[config.mk]
export PLATFORM = sky130hd
export DESIGN_NAME = led_shift_driver
export DESIGN_NICKNAME = d
export VERILOG_FILES = /design/src/rtl/led_shift_pkg.sv /design/src/rtl/led_shift_driver.sv
export SDC_FILE = /design/constraint.sdc
export NUM_CORES = 1
export LEC_CHECK = 0
export BUFFER_PORTS_ARGS = -buffer_cell sky130_fd_sc_hd__buf_4
export CORE_MARGIN = 8
export CORE_UTILIZATION = 40
export CTS_CLUSTER_SIZE = 20
export DETAILED_ROUTE_END_ITERATION = 10
export GPL_ROUTABILITY_DRIVEN = 0
export GPL_TIMING_DRIVEN = 0
export HOLD_SLACK_MARGIN = 0.12
export SLEW_MARGIN = 20
export SYNTH_ARGS = -nofsm -noshare
export SYNTH_HDL_FRONTEND = slang
export SYNTH_SLANG_ARGS = --single-unit
export TNS_END_PERCENT = 20
[constraint.sdc]
create_clock -name clk -period 2.8 [get_ports clk]
set_input_delay 0.28 -clock clk [delete_from_list [all_inputs] [get_ports clk]]
set_output_delay 0.28 -clock clk [all_outputs]
set_load 0.03 [all_outputs]
[src/rtl/led_shift_pkg.sv]
// ---------------------------------------------------------------------------
// led_shift_pkg
// Shared types and defaults for led_shift_driver.
//   state_t : frame sequencer states
//   count_t : 8-bit counter type (divider and bit counter)
//   *_DEF   : default parameter values for the driver
//   sat_inc : saturating increment for count_t
// ---------------------------------------------------------------------------
package led_shift_pkg;

  typedef enum logic [2:0] {
    IDLE,
    ARM,
    SETUP,
    HIGH,
    ADV,
    CHK,
    PAD,
    LATCH
  } state_t;

  typedef logic [7:0] count_t;

  localparam int CLK_DIV_DEF      = 4;
  localparam int LATCH_CYCLES_DEF = 2;
  localparam int CHAIN_LEN_DEF    = 28;

  function automatic count_t sat_inc(input count_t v);
    return (v == 8'hFF) ? v : v + 8'd1;
  endfunction

endpackage

[src/rtl/led_shift_driver.sv]
// ---------------------------------------------------------------------------
// led_shift_driver
// Pulls segment bits out of the bit-serial 7-segment decoder one at a time
// and shifts them into an external 74HC595-style chain, then latches it.
//
// Ports
//   clk        in   system clock, rising edge
//   rst        in   asynchronous active-high reset
//   start      in   single-cycle frame request, ignored while active
//   dec_busy   in   decoder busy flag
//   led_data   in   current segment bit from the decoder
//   next_led   out  pulse to decoder: first starts a decode, later advance
//   sr_data    out  serial data to chain, stable over a whole sr_clk period
//   sr_clk     out  chain shift clock (chain samples on rising edge)
//   sr_latch   out  chain storage latch pulse
//   active     out  frame in progress
//   done       out  single-cycle pulse as the latch pulse ends
//   bit_count  out  bits shifted this frame, saturating at 255
//
// Build option
//   LED_PAD_EN : when defined, frames shorter than CHAIN_LEN are padded with
//                zero bits (no decoder advance) so stale chain bits flush out.
// ---------------------------------------------------------------------------
module led_shift_driver
  import led_shift_pkg::*;
#(
  parameter int CLK_DIV      = CLK_DIV_DEF,
  parameter int LATCH_CYCLES = LATCH_CYCLES_DEF
`ifdef LED_PAD_EN
  ,
  parameter int CHAIN_LEN    = CHAIN_LEN_DEF
`endif
) (
  input  logic       clk,
  input  logic       rst,
  input  logic       start,
  input  logic       dec_busy,
  input  logic       led_data,
  output logic       next_led,
  output logic       sr_data,
  output logic       sr_clk,
  output logic       sr_latch,
  output logic       active,
  output logic       done,
  output logic [7:0] bit_count
);

  // Divider reload values: a phase of K clocks counts K-1 down to 0.
  localparam count_t DIV_RELOAD   = count_t'(CLK_DIV - 1);
  localparam count_t LATCH_RELOAD = count_t'(LATCH_CYCLES - 1);
`ifdef LED_PAD_EN
  localparam count_t CHAIN_TARGET = count_t'(CHAIN_LEN);
`endif

  state_t state_reg, state_next;
  count_t div_cnt_reg;
  count_t bit_count_reg;
  logic   sr_data_reg;
  logic   sr_clk_reg;
  logic   sr_latch_reg;
  logic   active_reg;
  logic   done_reg;
`ifdef LED_PAD_EN
  logic   pad_reg;
`endif

  logic div_done;
  logic state_change;
  assign div_done     = (div_cnt_reg == 8'd0);
  assign state_change = (state_next != state_reg);

  // -------------------------------------------------------------------------
  // State register
  // -------------------------------------------------------------------------
  always_ff @(posedge clk or posedge rst) begin
    if (rst) begin
      state_reg <= IDLE;
    end else begin
      state_reg <= state_next;
    end
  end

  // -------------------------------------------------------------------------
  // Next-state logic
  // -------------------------------------------------------------------------
  always_comb begin
    state_next = state_reg;
    case (state_reg)
      IDLE:  if (start) state_next = ARM;
      ARM:   state_next = SETUP;
      SETUP: if (div_done) state_next = HIGH;
      HIGH: begin
        if (div_done) begin
`ifdef LED_PAD_EN
          // Pad bits return to the pad decision point, never to the decoder.
          state_next = pad_reg ? PAD : ADV;
`else
          state_next = ADV;
`endif
        end
      end
      ADV:   state_next = CHK;
      CHK: begin
        if (dec_busy) begin
          state_next = SETUP;
        end else begin
`ifdef LED_PAD_EN
          state_next = (bit_count_reg < CHAIN_TARGET) ? PAD : LATCH;
`else
          state_next = LATCH;
`endif
        end
      end
`ifdef LED_PAD_EN
      PAD:   state_next = (bit_count_reg < CHAIN_TARGET) ? SETUP : LATCH;
`endif
      LATCH: if (div_done) state_next = IDLE;
      default: state_next = IDLE;
    endcase
  end

  // -------------------------------------------------------------------------
  // Output logic (combinational decoder handshake)
  // -------------------------------------------------------------------------
  always_comb begin
    next_led = 1'b0;
    if ((state_reg == IDLE && start) || state_reg == ADV) begin
      next_led = 1'b1;
    end
  end

  // -------------------------------------------------------------------------
  // Datapath: divider, bit counter and registered chain outputs.
  // sr_clk/sr_latch are decoded from state_next so they are clean flop outputs
  // aligned with the state they belong to.
  // -------------------------------------------------------------------------
  always_ff @(posedge clk or posedge rst) begin
    if (rst) begin
      div_cnt_reg   <= 8'd0;
      bit_count_reg <= 8'd0;
      sr_data_reg   <= 1'b0;
      sr_clk_reg    <= 1'b0;
      sr_latch_reg  <= 1'b0;
      active_reg    <= 1'b0;
      done_reg      <= 1'b0;
`ifdef LED_PAD_EN
      pad_reg       <= 1'b0;
`endif
    end else begin
      if (state_change) begin
        div_cnt_reg <= (state_next == LATCH) ? LATCH_RELOAD : DIV_RELOAD;
      end else if (!div_done) begin
        div_cnt_reg <= div_cnt_reg - 8'd1;
      end

      sr_clk_reg   <= (state_next == HIGH);
      sr_latch_reg <= (state_next == LATCH);
      done_reg     <= (state_reg == LATCH) && (state_next == IDLE);

      if (state_reg == IDLE && start) begin
        active_reg    <= 1'b1;
        bit_count_reg <= 8'd0;
      end else if (state_reg == LATCH && state_next == IDLE) begin
        active_reg    <= 1'b0;
      end

      if (state_reg == HIGH && state_next != HIGH) begin
        bit_count_reg <= sat_inc(bit_count_reg);
      end

      // led_data is captured once at SETUP entry; sr_clk is already low here.
      if (state_change && state_next == SETUP) begin
`ifdef LED_PAD_EN
        sr_data_reg <= pad_reg ? 1'b0 : led_data;
`else
        sr_data_reg <= led_data;
`endif
      end else if (state_change && state_next == LATCH) begin
        sr_data_reg <= 1'b0;
      end

`ifdef LED_PAD_EN
      if (state_reg == IDLE && start) begin
        pad_reg <= 1'b0;
      end else if (state_next == PAD) begin
        pad_reg <= 1'b1;
      end
`endif
    end
  end

  assign sr_data   = sr_data_reg;
  assign sr_clk    = sr_clk_reg;
  assign sr_latch  = sr_latch_reg;
  assign active    = active_reg;
  assign done      = done_reg;
  assign bit_count = bit_count_reg;

endmodule
# ---- Yosys cells after proc, flatten, opt, wreduce, memory -nomap -nowiden
# Index checks and enable logic that the tools add are counted.
dict set report classes {
  eq_ne 14
  n_mul 0
  div_mod_pow 0
  n_mux 17
  addsub 2
  order_cmp 0
  n_bitwise 0
  n_reduce_logical 13
  shift 0
}
# cell n
set op_table {}
lappend op_table {{$mux 8} 5}
lappend op_table {{$pmux 3 s7} 1}
lappend op_table {{$mux 3} 5}
lappend op_table {{$eq 3x2->1 const B} 4}
lappend op_table {{$eq 3x3->1 const B} 4}
lappend op_table {{$add 8x1->8 const B} 1}
lappend op_table {{$eq 8x8->1 const B} 1}
lappend op_table {{$logic_not 8->1} 1}
lappend op_table {{$sub 8x1->8 const B} 1}
lappend op_table {{$logic_not 3->1} 2}
lappend op_table {{$reduce_bool 2->1} 3}
lappend op_table {{$logic_and 1x1->1} 5}
lappend op_table {{$mux 1} 5}
lappend op_table {{$eq 3x1->1 const B} 1}
lappend op_table {{$ne 3x2->1 const B} 1}
lappend op_table {{$ne 3x3->1} 1}
lappend op_table {{$mux 2} 1}
lappend op_table {{$ne 2x1->1 const B} 1}
lappend op_table {{$ne 2x2->1 const B} 1}
lappend op_table {{$reduce_and 2->1} 1}
lappend op_table {{$logic_or 1x1->1} 1}
dict set report word_totals {
  rom_bits 0
  mem_bits_rw 0
  regBits 24
  output_inout_bits 14
  latch_bits 0
  mem_count 0
}

# ---- Longest topological paths before layout
dict set report logic_depth {
  ltp_word 7
  depth_mapped 8
  ltp_nobuf 6
}

# ---- Worst setup path before layout
# OpenSTA, ideal clock, no wires.
dict set report synth_path {
  path_kind {register to register}
  startpoint {register div_cnt_reg[0]}
  endpoint {register bit_count_reg[3] (netlist: bit_count[3])}
  path_buffers 2
  required_ps 2674
  setup_slack_ps 408
  stages_incl_launch_ff 9
  period_less_slack_ps 2392
  arrival_time_ps 2266
  path_cell_list {dfrtp_1 -> inv_1 -> ha_1 -> or3b_1 -> clkbuf_1 -> or4_4 -> or2_0 -> buf_2 -> a311o_1}
}
dict set report synth_between {
  elab_chain_cells 7
}
# item line_no
set synth_lines {}
lappend synth_lines {{start, declared} led_shift_driver.sv:56} ;# count_t div_cnt_reg;
lappend synth_lines {{start signal, assigned} led_shift_driver.sv:151} ;# div_cnt_reg <= (state_next == LATCH) ? LATCH_RELOAD : DIV_RELOAD;
lappend synth_lines {{start signal, assigned} led_shift_driver.sv:153} ;# div_cnt_reg <= div_cnt_reg - 8'd1;
lappend synth_lines {{$logic_not 8->1 *} led_shift_driver.sv:69} ;# assign div_done = (div_cnt_reg == 8'd0);
lappend synth_lines {{$mux 3, on equally long branches} {led_shift_driver.sv:117, led_shift_driver.sv:91, led_shift_driver.sv:93}}
lappend synth_lines {{$pmux 3 s7 *} led_shift_driver.sv:88} ;# case (state_reg)
lappend synth_lines {{$ne 3x2->1 *} led_shift_driver.sv:167} ;# if (state_reg == HIGH && state_next != HIGH) begin
lappend synth_lines {{$logic_and 1x1->1 *} led_shift_driver.sv:167}
lappend synth_lines {{$ne 2x2->1 (no line) or $reduce_bool 2->1 (tied branches)} --}
lappend synth_lines {{$reduce_and 2->1 (no line)} --}
lappend synth_lines {{end signal, assigned} led_shift_driver.sv:168} ;# bit_count_reg <= sat_inc(bit_count_reg);
lappend synth_lines {{end, declared} led_shift_driver.sv:57} ;# count_t bit_count_reg;
# Mark *: on every way between the ends. The rest lies on a longest branch, timed or not.
# A chain may end at the register's enable or synchronous reset.

# ---- Final worst setup path
dict set report layout_path {
  startpoint {register div_cnt_reg[0]}
  endpoint {register bit_count_reg[5] (netlist: bit_count[5])}
}
# The elaborated chain is that of the path after synthesis.

==> results.rst <==
.. list-table::
   :header-rows: 1

   * - Metric
     - Value
   * - Crit. End Element
     - flop
   * - Wire length of the first global-routing pass
     - ~4400 um
   * - Most frequent cell after synthesis
     - sky130_fd_sc_hd__dfrtp_1
   * - Fraction of layout instances using a drive strength above 1
     - 15.29%
   * - Part of the Yosys area used for sequential elements
     - a little under half
   * - Static Leak
     - roughly 0.00062 uW
   * - All-layer global routing usage
     - 10.25%
   * - Drt total wl
     - approximately 2600 um
   * - DRC violation count after routing
     - 0
   * - TritonCTS clock tree
     - built
   * - Commonest cells in the synthesized netlist
     - 24 x sky130_fd_sc_hd__dfrtp_1, 14 x sky130_fd_sc_hd__nor2_1, 12 x sky130_fd_sc_hd__nand2_1
   * - Average size of a mapped cell
     - 9.292 um^2
   * - Number of nets produced by synthesis
     - between 100 and 150
   * - Highest clock frequency the design can meet
     - around 0.39 GHz
   * - Diode count
     - 0
   * - Kind of critical path
     - reg -> reg
   * - CP peak stage delay
     - approximately 0.53 ns
   * - List of cells traversed by the critical path
     - inv_1, ha_1, or3b_1, clkbuf_1, or4_4, clkbuf_1, o21ai_1, o221ai_1
   * - Bufs and invs on worst path
     - 3
   * - Synth Warn #
     - 0
   * - Number of DRC markers in iteration 0
     - 51
   * - Proportion of synthesized flip-flops having asynchronous set or reset
     - 100.0%
   * - Detailed placement HPWL
     - between 1500 and 2000 um
   * - Cell with the biggest individual delay on the critical path
     - sky130_fd_sc_hd__or4_4
   * - Arrival time at the worst endpoint
     - roughly 2.8 ns
   * - Depth of the critical timing path with buffers and inverters included
     - 8
   * - Total of buffers placed on input and output ports
     - 18
   * - Number of cells produced by synthesis
     - approximately 140
   * - Number of synthesized flops with an enable pin
     - 0
   * - Resized cells post-CTS
     - 0
   * - Core area
     - between 0.003 and 0.004 mm^2
   * - Setup Fix Bufs, Post-CTS
     - 0
   * - Largest delay contributor family on the critical path
     - simple AND/OR/NAND/NOR gates
   * - Vias after detailed routing
     - 1049
   * - Net count, final
     - between 150 and 200
   * - Die Span X
     - roughly 72 um
   * - RSZ-0062 raised after global routing
     - false
   * - Die Outline Area
     - about 0.0052 mm^2
   * - Cell types occupying the most area after synthesis
     - sky130_fd_sc_hd__dfrtp_1 48%, sky130_fd_sc_hd__nor2_1 4.2%, sky130_fd_sc_hd__xor2_1 4.2%
   * - Number of synthesized register bits
     - 24
   * - Number of buffers on the longest clock path
     - 2
   * - Cell mode on critical path
     - sky130_fd_sc_hd__clkbuf_1
   * - Maximum VDD drop
     - about 0.00046 V
   * - Clk sinks
     - 24
   * - Crit Path Max Fanout
     - 10
   * - Outcome
     - completed
   * - Time the final worst path needs with I/O delays and setup
     - 2.571 ns
   * - TNS Setup
     - 0 ns
   * - Number of setup violations in the final report
     - 0
   * - Cell Pwr Density
     - roughly 1100 mW/mm^2
   * - Detailed-route wire length per cell
     - 12.87 um
   * - Pin count of the biggest net entering global routing
     - 25
   * - Cts bufs inserted
     - 3
   * - Worst reg2reg path depth
     - 8
   * - Required time worst endpoint
     - around 3 ns
   * - Antenna-violating nets left
     - 0
   * - Actual transition at the worst max-transition pin
     - 0.9007 ns
   * - Post-synthesis cell area
     - between 0.001 and 0.0015 mm^2
   * - Via count normalized by instance count
     - approximately 5.2
   * - Number of maximum-capacitance violations
     - 0
   * - Max-slew violation total from the final report
     - 0
   * - Number of global-route vias before repair
     - 993
   * - Power, Total
     - ~1600 uW
   * - Kind of start point of the critical path
     - flop
   * - Initial standard-cell utilization of the core
     - around two fifths
   * - Hold buffer count at cts
     - 0
   * - Synth area leader
     - sky130_fd_sc_hd__dfrtp_1
   * - Final Hold Viols
     - 0
   * - Final Cycle Share
     - approximately 92%
   * - Vert. Die Dim
     - 72.21 um
   * - Post-Route Skew
     - roughly 0.001 ns
   * - Relative area change from synthesis to final layout
     - 16.83%
   * - Number of levels the H-tree was split into
     - 1
   * - Total congestion overflow
     - 0
   * - Antenna violations before repair
     - 0
   * - DR pass1 iterations
     - 4
   * - Worst min-delay path class
     - in -> async
   * - Share of Yosys cell area claimed by the top area cell type
     - approximately 48%
   * - Relative slew slack
     - roughly two fifths
   * - Number of unique standard cell types used by synthesis
     - 36
   * - Number of placement rows
     - 20
   * - Cell chosen for the clock root
     - sky130_fd_sc_hd__clkbuf_4
   * - Synth Flop Type
     - sky130_fd_sc_hd__dfrtp_1
   * - Clock latency at the later pin of the worst-skew pair
     - approximately 0.3 ns
   * - I/O pin count
     - 19
   * - Clock transition at path regs
     - approximately 0.13 ns
-- per-stage QoR --
step	util [%]	setup WS, ns	cells	hold slack, ns	cell area, um^2
floorplan	-	0.4080	136	0.2946	1264
global placement	48.02	0.2310	198	0.4976	1454
detailed placement	48.02	0.2254	198	0.5075	1454
CTS	48.76	0.2050	201	0.1941	1476
global route	48.76	0.03392	201	0.2155	1476
finish	48.76	0.2290	201	0.1602	1476
-- final timing paths --
check / from / end / slack (ns)
min in group clk: led_data / sr_data / 0.23
worst max-delay path: div_cnt_reg[0] / bit_count[5] / 0.23
worst min register to register: sr_data / sr_data / 0.54
worst max register to register: div_cnt_reg[0] / bit_count[5] / 0.23
max in group asynchronous: rst / sr_data / 2.09
worst min-delay path: rst / div_cnt_reg[3] / 0.16
-- cell families (layout without fill, tap and decap cells) --
family	after synthesis	in the layout	synth area share [%]
adder cells (fa/ha/maj)	2	2	1.980
flip-flops	24	24	47.53
AND/OR/NAND/NOR	58	58	24.36
AO/OA/AOI/OAI	28	28	14.46
multiplexers	1	1	0.7921
XOR/XNOR	10	10	6.930
buffers and inverters	13	34	3.960
-- placed cells by master, fill, tap and decap left out, types with 3 or more instances in the layout --
cell / synthesis / layout
sky130_fd_sc_hd__o211ai_1: 5 / 5
sky130_fd_sc_hd__nor2_1: 14 / 14
sky130_fd_sc_hd__nor3_1: 5 / 5
sky130_fd_sc_hd__clkbuf_4: 0 / 3
sky130_fd_sc_hd__xor2_1: 6 / 6
sky130_fd_sc_hd__nand2_1: 12 / 12
sky130_fd_sc_hd__a21oi_1: 3 / 3
sky130_fd_sc_hd__clkbuf_1: 4 / 4
sky130_fd_sc_hd__buf_4: 0 / 18
sky130_fd_sc_hd__xnor2_1: 4 / 4
sky130_fd_sc_hd__dfrtp_1: 24 / 24
sky130_fd_sc_hd__o21ai_0: 10 / 10
sky130_fd_sc_hd__nand3_1: 6 / 6
sky130_fd_sc_hd__inv_1: 8 / 8
-- layout make-up --
| cell class | instances | area (um^2) |
|---|---|---|
| multi-input cells | 99 | 613.1 |
| inverters | 8 | 30.03 |
| clock buffers | 3 | 22.52 |
| fillers | 298 | 1551 |
| repair buffers | 18 | 135.1 |
| flip-flops and latches | 24 | 600.6 |
| plain buffers | 5 | 20.02 |
| well taps | 44 | 55.05 |
-- power by group --
| group | leakage [uW] | switching, uW | internal [uW] | total, uW |
|---|---|---|---|---|
| sequential | 0.000293 | 160 | 494 | 654 |
| combinational | 0.000318 | 470 | 327 | 797 |
| clock | 0.0000138 | 97.1 | 50.1 | 147 |
-- per-layer routing --
metal | track usage, % | part of all wire (%)
met5 | 0 | 0
met1 | 11.99 | 45
met2 | 17.65 | 49
met3 | 3.030 | 4.9
met4 | 2.721 | 0.58
No activity file was read; power rests on OpenSTA's default activity.
